File: src/rtl/wb_cmd_initiator.sv
// Byte-stream command parser driving a single-outstanding Wishbone B4 pipelined initiator.
// Optional feature: define WB_CMD_TIMEOUT_EN for the ack-wait timeout and sticky error_o.
module wb_cmd_initiator #(
    parameter int ADDR_WIDTH     = 16,
    parameter int TIMEOUT_CYCLES = 255
) (
    input  logic                  wb_clock_i,
    input  logic                  wb_reset_i,
    input  logic [7:0]            cmd_data_i,
    input  logic                  cmd_valid_i,
    output logic                  cmd_ready_o,
    output logic [7:0]            rsp_data_o,
    output logic                  rsp_valid_o,
    input  logic                  rsp_ready_i,
    output logic [ADDR_WIDTH-1:0] wb_addr_o,
    output logic [7:0]            wb_data_o,
    input  logic [7:0]            wb_data_i,
    output logic                  wb_we_o,
    output logic                  wb_cycle_o,
    output logic                  wb_strobe_o,
    input  logic                  wb_stall_i,
    input  logic                  wb_ack_i,
    output logic                  busy_o,
    output logic                  error_o,
    output logic [2:0]            dbg_state
);

    // Both byte streams: a byte moves on a rising edge where valid and ready are both high;
    // the producer holds data stable while valid is high and ready is low.
    typedef enum logic [2:0] {
        IDLE    = 3'd0,
        ADDR_HI = 3'd1,
        ADDR_LO = 3'd2,
        WR_DATA = 3'd3,
        WB_REQ  = 3'd4,
        WB_WAIT = 3'd5,
        RSP     = 3'd6
    } state_t;

    state_t                state;
    state_t                state_next;
    logic                  op_write;
    logic [3:0]            count;
    logic [7:0]            addr_hi;
    logic [15:0]           addr_full;
    logic [ADDR_WIDTH-1:0] addr;
    logic [7:0]            wdata;
    logic [7:0]            rdata;
    logic                  cmd_fire;
    logic                  in_bus;
    logic                  last;
    logic                  xfer_done;
    logic                  timed_out;
    logic                  timeout_hit;
    logic                  advance;

    assign cmd_ready_o = !wb_reset_i &&
                         (state == IDLE || state == ADDR_HI || state == ADDR_LO || state == WR_DATA);
    assign cmd_fire    = cmd_valid_i && cmd_ready_o;
    assign in_bus      = (state == WB_REQ) || (state == WB_WAIT);
    assign last        = (count == 4'd0);
    assign addr_full   = {addr_hi, cmd_data_i};
    assign advance     = (xfer_done && op_write) || (state == RSP && rsp_ready_i);

    assign wb_cycle_o  = in_bus;
    assign wb_strobe_o = (state == WB_REQ);
    assign wb_we_o     = op_write;
    assign wb_addr_o   = addr;
    assign wb_data_o   = wdata;
    assign rsp_valid_o = (state == RSP);
    assign rsp_data_o  = rdata;
    assign busy_o      = (state != IDLE);
    assign dbg_state   = state;

    always_ff @(posedge wb_clock_i or posedge wb_reset_i) begin
        if (wb_reset_i) begin
            state <= IDLE;
        end else begin
            state <= state_next;
        end
    end

    // An ack with strobe accepted in the same cycle finishes the transfer without WB_WAIT.
    always_comb begin
        state_next = state;
        xfer_done  = 1'b0;
        timed_out  = 1'b0;
        case (state)
            IDLE:    if (cmd_fire) state_next = ADDR_HI;
            ADDR_HI: if (cmd_fire) state_next = ADDR_LO;
            ADDR_LO: if (cmd_fire) state_next = op_write ? WR_DATA : WB_REQ;
            WR_DATA: if (cmd_fire) state_next = WB_REQ;
            WB_REQ: begin
                if (!wb_stall_i) begin
                    if (wb_ack_i) xfer_done = 1'b1;
                    else          state_next = WB_WAIT;
                end
            end
            WB_WAIT: if (wb_ack_i) xfer_done = 1'b1;
            RSP:     if (rsp_ready_i) state_next = last ? IDLE : WB_REQ;
            default: state_next = IDLE;
        endcase
        if (timeout_hit && !xfer_done) begin
            timed_out = 1'b1;
            xfer_done = 1'b1;
        end
        if (xfer_done) begin
            if (!op_write) state_next = RSP;
            else           state_next = last ? IDLE : WR_DATA;
        end
    end

    always_ff @(posedge wb_clock_i or posedge wb_reset_i) begin
        if (wb_reset_i) begin
            op_write <= 1'b0;
            count    <= 4'd0;
            addr_hi  <= 8'd0;
            addr     <= '0;
            wdata    <= 8'd0;
            rdata    <= 8'd0;
        end else begin
            if (cmd_fire) begin
                case (state)
                    IDLE: begin
                        op_write <= cmd_data_i[7];
                        count    <= cmd_data_i[3:0];
                    end
                    ADDR_HI: addr_hi <= cmd_data_i;
                    ADDR_LO: addr    <= addr_full[ADDR_WIDTH-1:0];
                    WR_DATA: wdata   <= cmd_data_i;
                    default: ;
                endcase
            end
            if (xfer_done && !op_write) begin
                rdata <= timed_out ? 8'hFF : wb_data_i;
            end
            // count is remaining-minus-one; it only wraps on the final transfer, where it is unused.
            if (advance) begin
                addr  <= addr + ADDR_WIDTH'(1);
                count <= count - 4'd1;
            end
        end
    end

`ifdef WB_CMD_TIMEOUT_EN
    localparam int TW = $clog2(TIMEOUT_CYCLES + 1);

    logic [TW-1:0] timer;
    logic          error_q;

    // timer holds the number of bus cycles already spent on the current transfer.
    always_ff @(posedge wb_clock_i or posedge wb_reset_i) begin
        if (wb_reset_i) begin
            timer   <= '0;
            error_q <= 1'b0;
        end else begin
            timer <= (in_bus && !xfer_done) ? timer + TW'(1) : '0;
            if (timed_out) begin
                error_q <= 1'b1;
            end else if (state == IDLE && cmd_fire) begin
                error_q <= 1'b0;
            end
        end
    end

    assign timeout_hit = in_bus && (timer == TW'(TIMEOUT_CYCLES - 1));
    assign error_o     = error_q;
`else
    logic [31:0] unused_timeout_cycles;

    assign unused_timeout_cycles = TIMEOUT_CYCLES;
    assign timeout_hit           = 1'b0;
    assign error_o               = 1'b0;
`endif

endmodule

File: config.mk
export PLATFORM = sky130hd
export DESIGN_NAME = wb_cmd_initiator
export DESIGN_NICKNAME = d
export VERILOG_FILES = /design/src/rtl/wb_cmd_initiator.sv
export SDC_FILE = /design/constraint.sdc
export NUM_CORES = 1
export LEC_CHECK = 0
export BUFFER_PORTS_ARGS = -buffer_cell sky130_fd_sc_hd__buf_2
export CAP_MARGIN = 20
export CORE_ASPECT_RATIO = 0.5
export CORE_UTILIZATION = 50
export CTS_BUF_LIST = sky130_fd_sc_hd__clkbuf_4 sky130_fd_sc_hd__clkbuf_8
export DETAILED_ROUTE_END_ITERATION = 10
export PLACE_DENSITY = 0.74
export SYNTH_ARGS = -nofsm -noshare
export SYNTH_HDL_FRONTEND = slang
export SYNTH_SLANG_ARGS = --single-unit
File: constraint.sdc
create_clock -name wb_clock_i -period 4.05 [get_ports wb_clock_i]
set_input_delay 0.81 -clock wb_clock_i [delete_from_list [all_inputs] [get_ports wb_clock_i]]
set_output_delay 0.81 -clock wb_clock_i [all_outputs]
set_load 0.03 [all_outputs]
==> impl_metrics.json, run 1 <==
{
  "cts_tree": "yes",
  "cts_setup_buffers": 0,
  "initial_utilization_pct": 55.0,
  "portBuffers": 62,
  "p_leak_nw": 1.35,
  "r2r_start": "dbg_state[2]",
  "die_area_um2": 5430,
  "layout-drive-gt1-share_pct": 32.7,
  "antennaDiodeCount": 0,
  "grt_use_total_pct": 23.4,
  "synthMuxAreaShare_pct": 16.2,
  "clock_power_share_pct": 12.0,
  "dp.cells": 351,
  "insertion_delay_ns": 0.30,
  "clock_sinks": 48,
  "synth-seq-cells": 48,
  "dp_hpwl_mm": 4.25,
  "syn2layout_area_growth_pct": 16.8,
  "drc": 0,
  "endpoint": "wb_cycle_o",
  "yosysWarnings": 0,
  "die_w_um": 103,
  "num_vias": 2086,
  "async_reset_ff_share_pct": 100,
  "crit_fanout": 16,
  "ys_types": 51,
  "startpoint_type": "flip-flop",
  "drtIter0Drc": 97,
  "path_class": "flip-flop to output pin",
  "r2r_setup_slack_ns": 1.67,
  "drt_first_pass_iters": 4,
  "synth-xor-area-share_pct": 0,
  "synthAdderAreaFrac_pct": 0.977,
  "relSlewSlack_pct": 49.6,
  "grt_pass1_wl_mm": 9.37,
  "worstSetupEndpointType": "output pin",
  "ctsHoldBuffers": 0,
  "arrival_ns": 1.61,
  "yosysSeqAreaShare_pct": 46.9,
  "finalCriticalPeriod_ns": 2.42,
  "clockBufferDepth": 2,
  "total_power_mw": 2.42,
  "finalCritPeriodShare_pct": 59.7,
  "slew_viol_final": 0,
  "outcome": "finished, final reports clean",
  "num_rows": 17,
  "core_area_um2": 4660,
  "fmax_ghz": 0.414,
  "clk_pin_slew_worst_paths_ns": 0.09,
  "timing.rr.end": "wb_addr_o[13]",
  "syn_area_um2": 2560,
  "syn_area_per_cell_um2": 10.9,
  "hold_viol": 0,
  "netlist_instances": 235,
  "syn_nets": 259,
  "synthFlopType": "dfrtp_1",
  "wl_per_cell_um": 16.1,
  "root_buffer": "clkbuf_8",
  "worst_path_largest_cell_delay_ns": 0.61,
  "wl_mm": 5.79,
  "critPathSlowestCell": "dfrtp_1",
  "hold_class": "primary input to async pin",
  "p_sw_mw": 1.14,
  "reg2regPathDepth": 4,
  "cts_max_level": 2,
  "p_per_area_nw_per_um2": 807,
  "place.gp.congestion": 0.846,
  "numCtsBuffers": 5,
  "synth-edff-count": 0,
  "internal_power_mw": 1.27,
  "vdd_ir_drop_max_mv": 0.406,
  "tightestPinTransition_ns": 0.753,
  "setup_viol": 0,
  "fin_cells": 360,
  "die_h_um": 52.6,
  "cts-resized-gates": 0,
  "synth_top_family_by_area": "simple AND/OR/NAND/NOR gates",
  "pwr-share-comb_pct": 48.7,
  "crit_path_start": "dbg_state[2]",
  "cp_data_required_time_ns": 3.24,
  "viasPerCell": 5.79,
  "finalSetupTns_ns": 0,
  "p_sw_share_pct": 47.4,
  "synthSimpleGateAreaFrac_pct": 18.0,
  "rsz0062_at_grt": "false",
  "overflow": 0,
  "crit_path_cell_trace": "nor2b_2 -> buf_2",
  "grt_pass1_vias": 1883,
  "p_seq_share_pct": 39.3,
  "final_nets": 317,
  "antenna_found_initial": 0,
  "drv_cap": 0,
  "io_pins": 64,
  "synth_compound_area_share_pct": 12.9,
  "grt_max_degree": 49,
  "ant_nets": 0,
  "fin_skew_ns": 0.00743
}
## cell usage after synthesis (all sizes together), types with 3 or more instances
cell type	instances	area, µm²
a211oi	3	22.5
a21oi	4	20.0
a221o	5	50.1
and2	5	31.3
and3	3	18.8
buf	11	75.1
dfrtp	48	1200
inv	11	41.3
mux2	28	315
mux2i	10	100
nand2	16	60.1
nand3	15	75.1
nand4	4	25.0
nor2	11	41.3
nor2b	4	27.5
nor3	3	15.0
nor3b	3	27.5
nor4	7	43.8
o211ai	3	22.5
o221a	3	33.8
o311ai	3	26.3
or3	3	18.8
## critical path, delay by kind of cell (launching register included)
family | cells | cell delay [ns]
and+or+nand+nor | 1 | 0.42
buffers and inverters | 1 | 0.27
DFF | 1 | 0.61
## through the flow
step | setup WS, ns | hold slack [ns] | instance area [µm²] | utilization (%)
after CTS | 1.63 | 0.498 | 2970 | 63.8
after floorplan | 1.97 | 0.445 | 2560 | -
after global placement | 1.58 | 0.466 | 2880 | 61.8
final | 1.63 | 0.423 | 2990 | 64.2
after global routing | 1.51 | 0.422 | 2990 | 64.2
after detailed placement | 1.51 | 0.476 | 2880 | 61.8
## placed cells by master, fill, tap and decap left out, types with 2 or more instances in the layout
cell,n
nand2b_1,2
nor2b_1,3
or3_1,3
nor3b_1,2
a31oi_1,2
ha_1,2
and3_1,3
o221a_1,3
inv_1,10
clkbuf_8,5
o311ai_1,3
nor2_1,11
mux2_2,20
and4_1,2
mux2i_1,10
o211ai_1,3
a21oi_1,4
a211oi_1,3
or4_1,2
buf_2,62
nor3_1,3
clkinvlp_4,2
nand3_1,15
a2bb2oi_1,2
nand4_1,4
a221o_1,5
and2_1,5
o32ai_1,2
dfrtp_1,48
nor4_1,7
mux2_1,8
nand2_1,16
## flip-flops by register name, summed over array words and instances (netlist names)
register	cells
wb_data_o	8
dbg_state	3
wb_we_o	1
addr_hi	8
wb_addr_o	16
rsp_data_o	8
count	4
## cells by family (layout without fill, tap and decap cells)
group / after synthesis / in the layout
AOI/OAI and AO/OA: 38 / 38
adders and majority gates: 2 / 2
buffers and inverters: 24 / 83
DFF: 48 / 48
muxes: 38 / 38
other: 1 / 1
and+or+nand+nor: 84 / 84
## cell type report
class	instances	area (µm²)
clock buffers	5	68.8
multi-input cells	163	1240
fillers	405	1670
well taps	66	82.6
inverters	11	41.3
clock inverters	3	23.8
flip-flops and latches	48	1200
repair buffers	64	338
## worst min path at each step
stage / slack [ns] / depth (start not counted) / endpoint / startpoint
finish: 0.42 / 2 / dbg_state[2] / wb_reset_i
global route: 0.42 / 2 / rsp_data_o[5] / wb_reset_i
CTS: 0.50 / 1 / rsp_data_o[3] / rsp_data_o[3]
detailed placement: 0.48 / 1 / rsp_data_o[3] / rsp_data_o[3]
global placement: 0.47 / 1 / rsp_data_o[2] / rsp_data_o[2]
floorplan: 0.45 / 2 / wb_addr_o[10] / addr_hi[2]
## routing by layer
layer | vias up | part of all wire, % | GRT usage (%)
met5 | - | 0 | 0
met4 | 0 | 0.50 | 5.40
met3 | 5 | 4.3 | 5.07
met2 | 54 | 45 | 36.3
met1 | 1025 | 51 | 33.4
li1 | 1002 | - | -
## power groups by stage
| stage | clock network [mW] | logic [mW] | registers, mW |
|---|---|---|---|
| CTS | 0.298 | 1.18 | 0.947 |
| global route | 0.318 | 1.27 | 0.990 |
| detailed placement | 0 | 1.18 | 0.956 |
| global placement | 0 | 1.16 | 0.942 |
| finish | 0.289 | 1.18 | 0.950 |
| floorplan | 0 | 0.597 | 1.22 |
Power figures use the tool's default switching activity.
==> run 2, diff against run 1 <==
--- a/config.mk
+++ b/config.mk
@@ -5,13 +5,14 @@
 export SDC_FILE = /design/constraint.sdc
 export NUM_CORES = 1
 export LEC_CHECK = 0
+export ABC_AREA = 1
 export BUFFER_PORTS_ARGS = -buffer_cell sky130_fd_sc_hd__buf_2
 export CAP_MARGIN = 20
 export CORE_ASPECT_RATIO = 0.5
 export CORE_UTILIZATION = 50
 export CTS_BUF_LIST = sky130_fd_sc_hd__clkbuf_4 sky130_fd_sc_hd__clkbuf_8
 export DETAILED_ROUTE_END_ITERATION = 10
-export PLACE_DENSITY = 0.74
+export PLACE_DENSITY = 0.76
 export SYNTH_ARGS = -nofsm -noshare
 export SYNTH_HDL_FRONTEND = slang
 export SYNTH_SLANG_ARGS = --single-unit
==> constraint.sdc (replaced) <==
create_clock -name wb_clock_i -period 2.2 [get_ports wb_clock_i]
set_input_delay 0.44 -clock wb_clock_i [delete_from_list [all_inputs] [get_ports wb_clock_i]]
set_output_delay 0.44 -clock wb_clock_i [all_outputs]
set_load 0.03 [all_outputs]
==> run 2 against run 1 <==
Net effect: clock power grew to 2.7 times the previous value; non-clock buffer count unchanged; critical path type unchanged; wire length increased by 9.5%; register-to-register slack lost 1.3 ns; largest power group unchanged.
==> impl_metrics.json, run 2 <==
{
  "initial_utilization_pct": 53.7,
  "ys_types": 27,
  "startpoint_type": "flip-flop",
  "fin_cells": 498,
  "num_rows": 18,
  "die_w_um": 106,
  "wl_per_cell_um": 12.7,
  "crit_fanout": 6,
  "yosys-top-cells-count": "nand2_1 (135), dfrtp_1 (48), nand3_1 (45), inv_1 (34), nor2_1 (25)",
  "arrival_ns": 1.49,
  "internal_power_mw": 2.39,
  "p_seq_share_pct": 36.1,
  "crit_cells": 5,
  "path_class": "flip-flop to output pin",
  "fmax_ghz": 0.517,
  "total_power_mw": 4.65,
  "syn_nets": 392,
  "grt_pass1_vias": 2197,
  "p_leak_nw": 1.70,
  "layout-drive-gt1-share_pct": 21.3,
  "regArea_um2": 1200,
  "yosysTopAreaCellShare_pct": 44.2,
  "cts_max_level": 2,
  "clockBufferDepth": 2,
  "p_sw_mw": 2.26,
  "drtIter0Drc": 197,
  "netlist_instances": 368,
  "place.gp.congestion": 0.882,
  "die_area_um2": 5760,
  "hold_class": "primary input to async pin",
  "final_common_cell": "nand2_1",
  "crit_path_cell_trace": "inv_1 -> nor2_1 -> nand2_1 -> nand2_1 -> buf_2",
  "syn2layout_area_growth_pct": 17.2,
  "core_area_um2": 5070,
  "p_per_area_nw_per_um2": 1460,
  "numCtsBuffers": 5,
  "worstPathBufferInverterCount": 2,
  "clock_sinks": 48,
  "setup_viol": 0,
  "finalCritPeriodShare_pct": 87.8,
  "die_h_um": 54.2,
  "multi_input_area_um2": 1310,
  "yosysSeqAreaShare_pct": 44.2,
  "grt_use_total_pct": 23.4,
  "synth-seq-cells": 48,
  "final_nets": 451,
  "synthFlopType": "dfrtp_1",
  "fin_skew_ns": 0.0106,
  "drt_first_pass_iters": 6,
  "worst_path_largest_cell_delay_ns": 0.48,
  "grt_max_degree": 24,
  "finalCriticalPeriod_ns": 1.93,
  "cts_tree": "yes",
  "worstSetupEndpointType": "output pin",
  "slew_viol_final": 0,
  "hold_viol": 0,
  "drv_cap": 0,
  "antennaDiodeCount": 0,
  "syn_area_per_cell_um2": 7.39,
  "pwr-share-comb_pct": 47.1,
  "vdd_ir_drop_max_mv": 0.830,
  "grt_pass1_wl_mm": 10.2,
  "cp_common_cell": "nand2_1",
  "async_reset_ff_share_pct": 100,
  "r2r_start": "dbg_state[1]",
  "viasPerCell": 5.22,
  "pre_cts_ws_ns": 0.423,
  "clk_pin_slew_worst_paths_ns": 0.09,
  "synth-edff-count": 0,
  "dp_hpwl_mm": 4.79,
  "worst_hold_slack_ns": 0.0909,
  "timing.rr.end": "wb_addr_o[2]",
  "final_area_um2": 3190,
  "antenna_found_initial": 0,
  "wl_mm": 6.35,
  "fin_util_pct": 62.9,
  "rsz0062_at_grt": "false",
  "outcome": "finished, final reports clean",
  "critPathTopFamily": "flip-flops",
  "yosysMostFrequentCell": "nand2_1",
  "crit_path_start": "dbg_state[0]",
  "portBuffers": 62,
  "drc": 0,
  "insertion_delay_ns": 0.31,
  "critPathSlowestCell": "dfrtp_1",
  "setup_ws_ns": 0.268,
  "p_sw_share_pct": 48.6,
  "dp.cells": 490,
  "yosysWarnings": 0,
  "finalSetupTns_ns": 0,
  "overflow": 0,
  "root_buffer": "clkbuf_8",
  "ctsHoldBuffers": 0,
  "ant_nets": 0,
  "cp_data_required_time_ns": 1.76,
  "cts-resized-gates": 0,
  "largest_reg_flops": 16,
  "cts_setup_buffers": 0,
  "syn_area_um2": 2720,
  "io_pins": 64,
  "fillerInstances": 459,
  "synth_area_leaders": "dfrtp_1 (44%), nand2_1 (19%), nand3_1 (8.3%)",
  "yosysTopAreaCell": "dfrtp_1",
  "clock_power_share_pct": 16.8,
  "placed_area_um2": 3050,
  "num_vias": 2598,
  "r2r_setup_slack_ns": 0.41,
  "mostFrequentLayoutCells": "nand2_1 (135), buf_2 (62), dfrtp_1 (48)",
  "reg2regPathDepth": 8
}
run 2: cell types whose count changed after synthesis, sizes merged, moves of 5 or more:
cell	delta
a221o	-5
and2	-5
inv	+24
mux2	-28
mux2i	-10
nand2	+125
nand3	+33
nand4	+8
nor2	+20
nor4	-7
o21ai	+24
xor2	+7
run 2: kinds of logic after synthesis:
logic type	synth area share [%]
and+or+nand+nor	39.2
other	0.138
adders and majority gates	0.920
AOI/OAI and AO/OA	5.15
DFF	44.2
buffers and inverters	7.82
xor gates and xnor gates	2.58
run 2: cell type report:
| type | count | area share, % |
|---|---|---|
| Timing Repair Buffer | 64 | 10.2 |
| Multi-Input combinational cell | 273 | 41.0 |
| Tap cell | 70 | 2.75 |
| Inverter | 35 | 4.12 |
| Clock inverter | 3 | 2.16 |
| Clock buffer | 5 | 2.16 |
| Sequential cell | 48 | 37.7 |
run 2: worst max-delay path by stage:
stage / end / slack, ns
detailed placement: wb_addr_o[2] / 0.42
CTS: wb_cycle_o / 0.26
global route: wb_cycle_o / 0.16
global placement: wb_addr_o[4] / 0.51
floorplan: wb_data_o[0] / 0.37
finish: wb_cycle_o / 0.27
run 2: per-layer routing:
metal,vias to the layer above,global-route usage (%),share of wire (%)
met5,-,0,0
met4,0,8.10,1.6
met3,15,4.96,5.7
met1,1213,32.6,49
li1,1287,-,-
met2,83,36.6,44
run 2: power by group through the flow:
stage | logic [mW] | clock network [mW] | registers [mW]
5_1_grt | 2.42 | 0.828 | 1.74
3_3_place_gp | 2.13 | 0 | 1.68
2_1_floorplan | 1.07 | 0 | 2.20
6_report | 2.19 | 0.780 | 1.68
4_1_cts | 2.19 | 0.791 | 1.68
3_5_place_dp | 2.19 | 0 | 1.69
run 2: worst reg2reg max path, cell delays in order, from the launching register on:
cell	delay [ns]
dfrtp_1	0.49
nor2_2	0.22
nand3_2	0.11
nand2_4	0.18
nand2_8	0.13
nand2_4	0.25
nor2_4	0.13
nand2_1	0.09
nand3_1	0.07
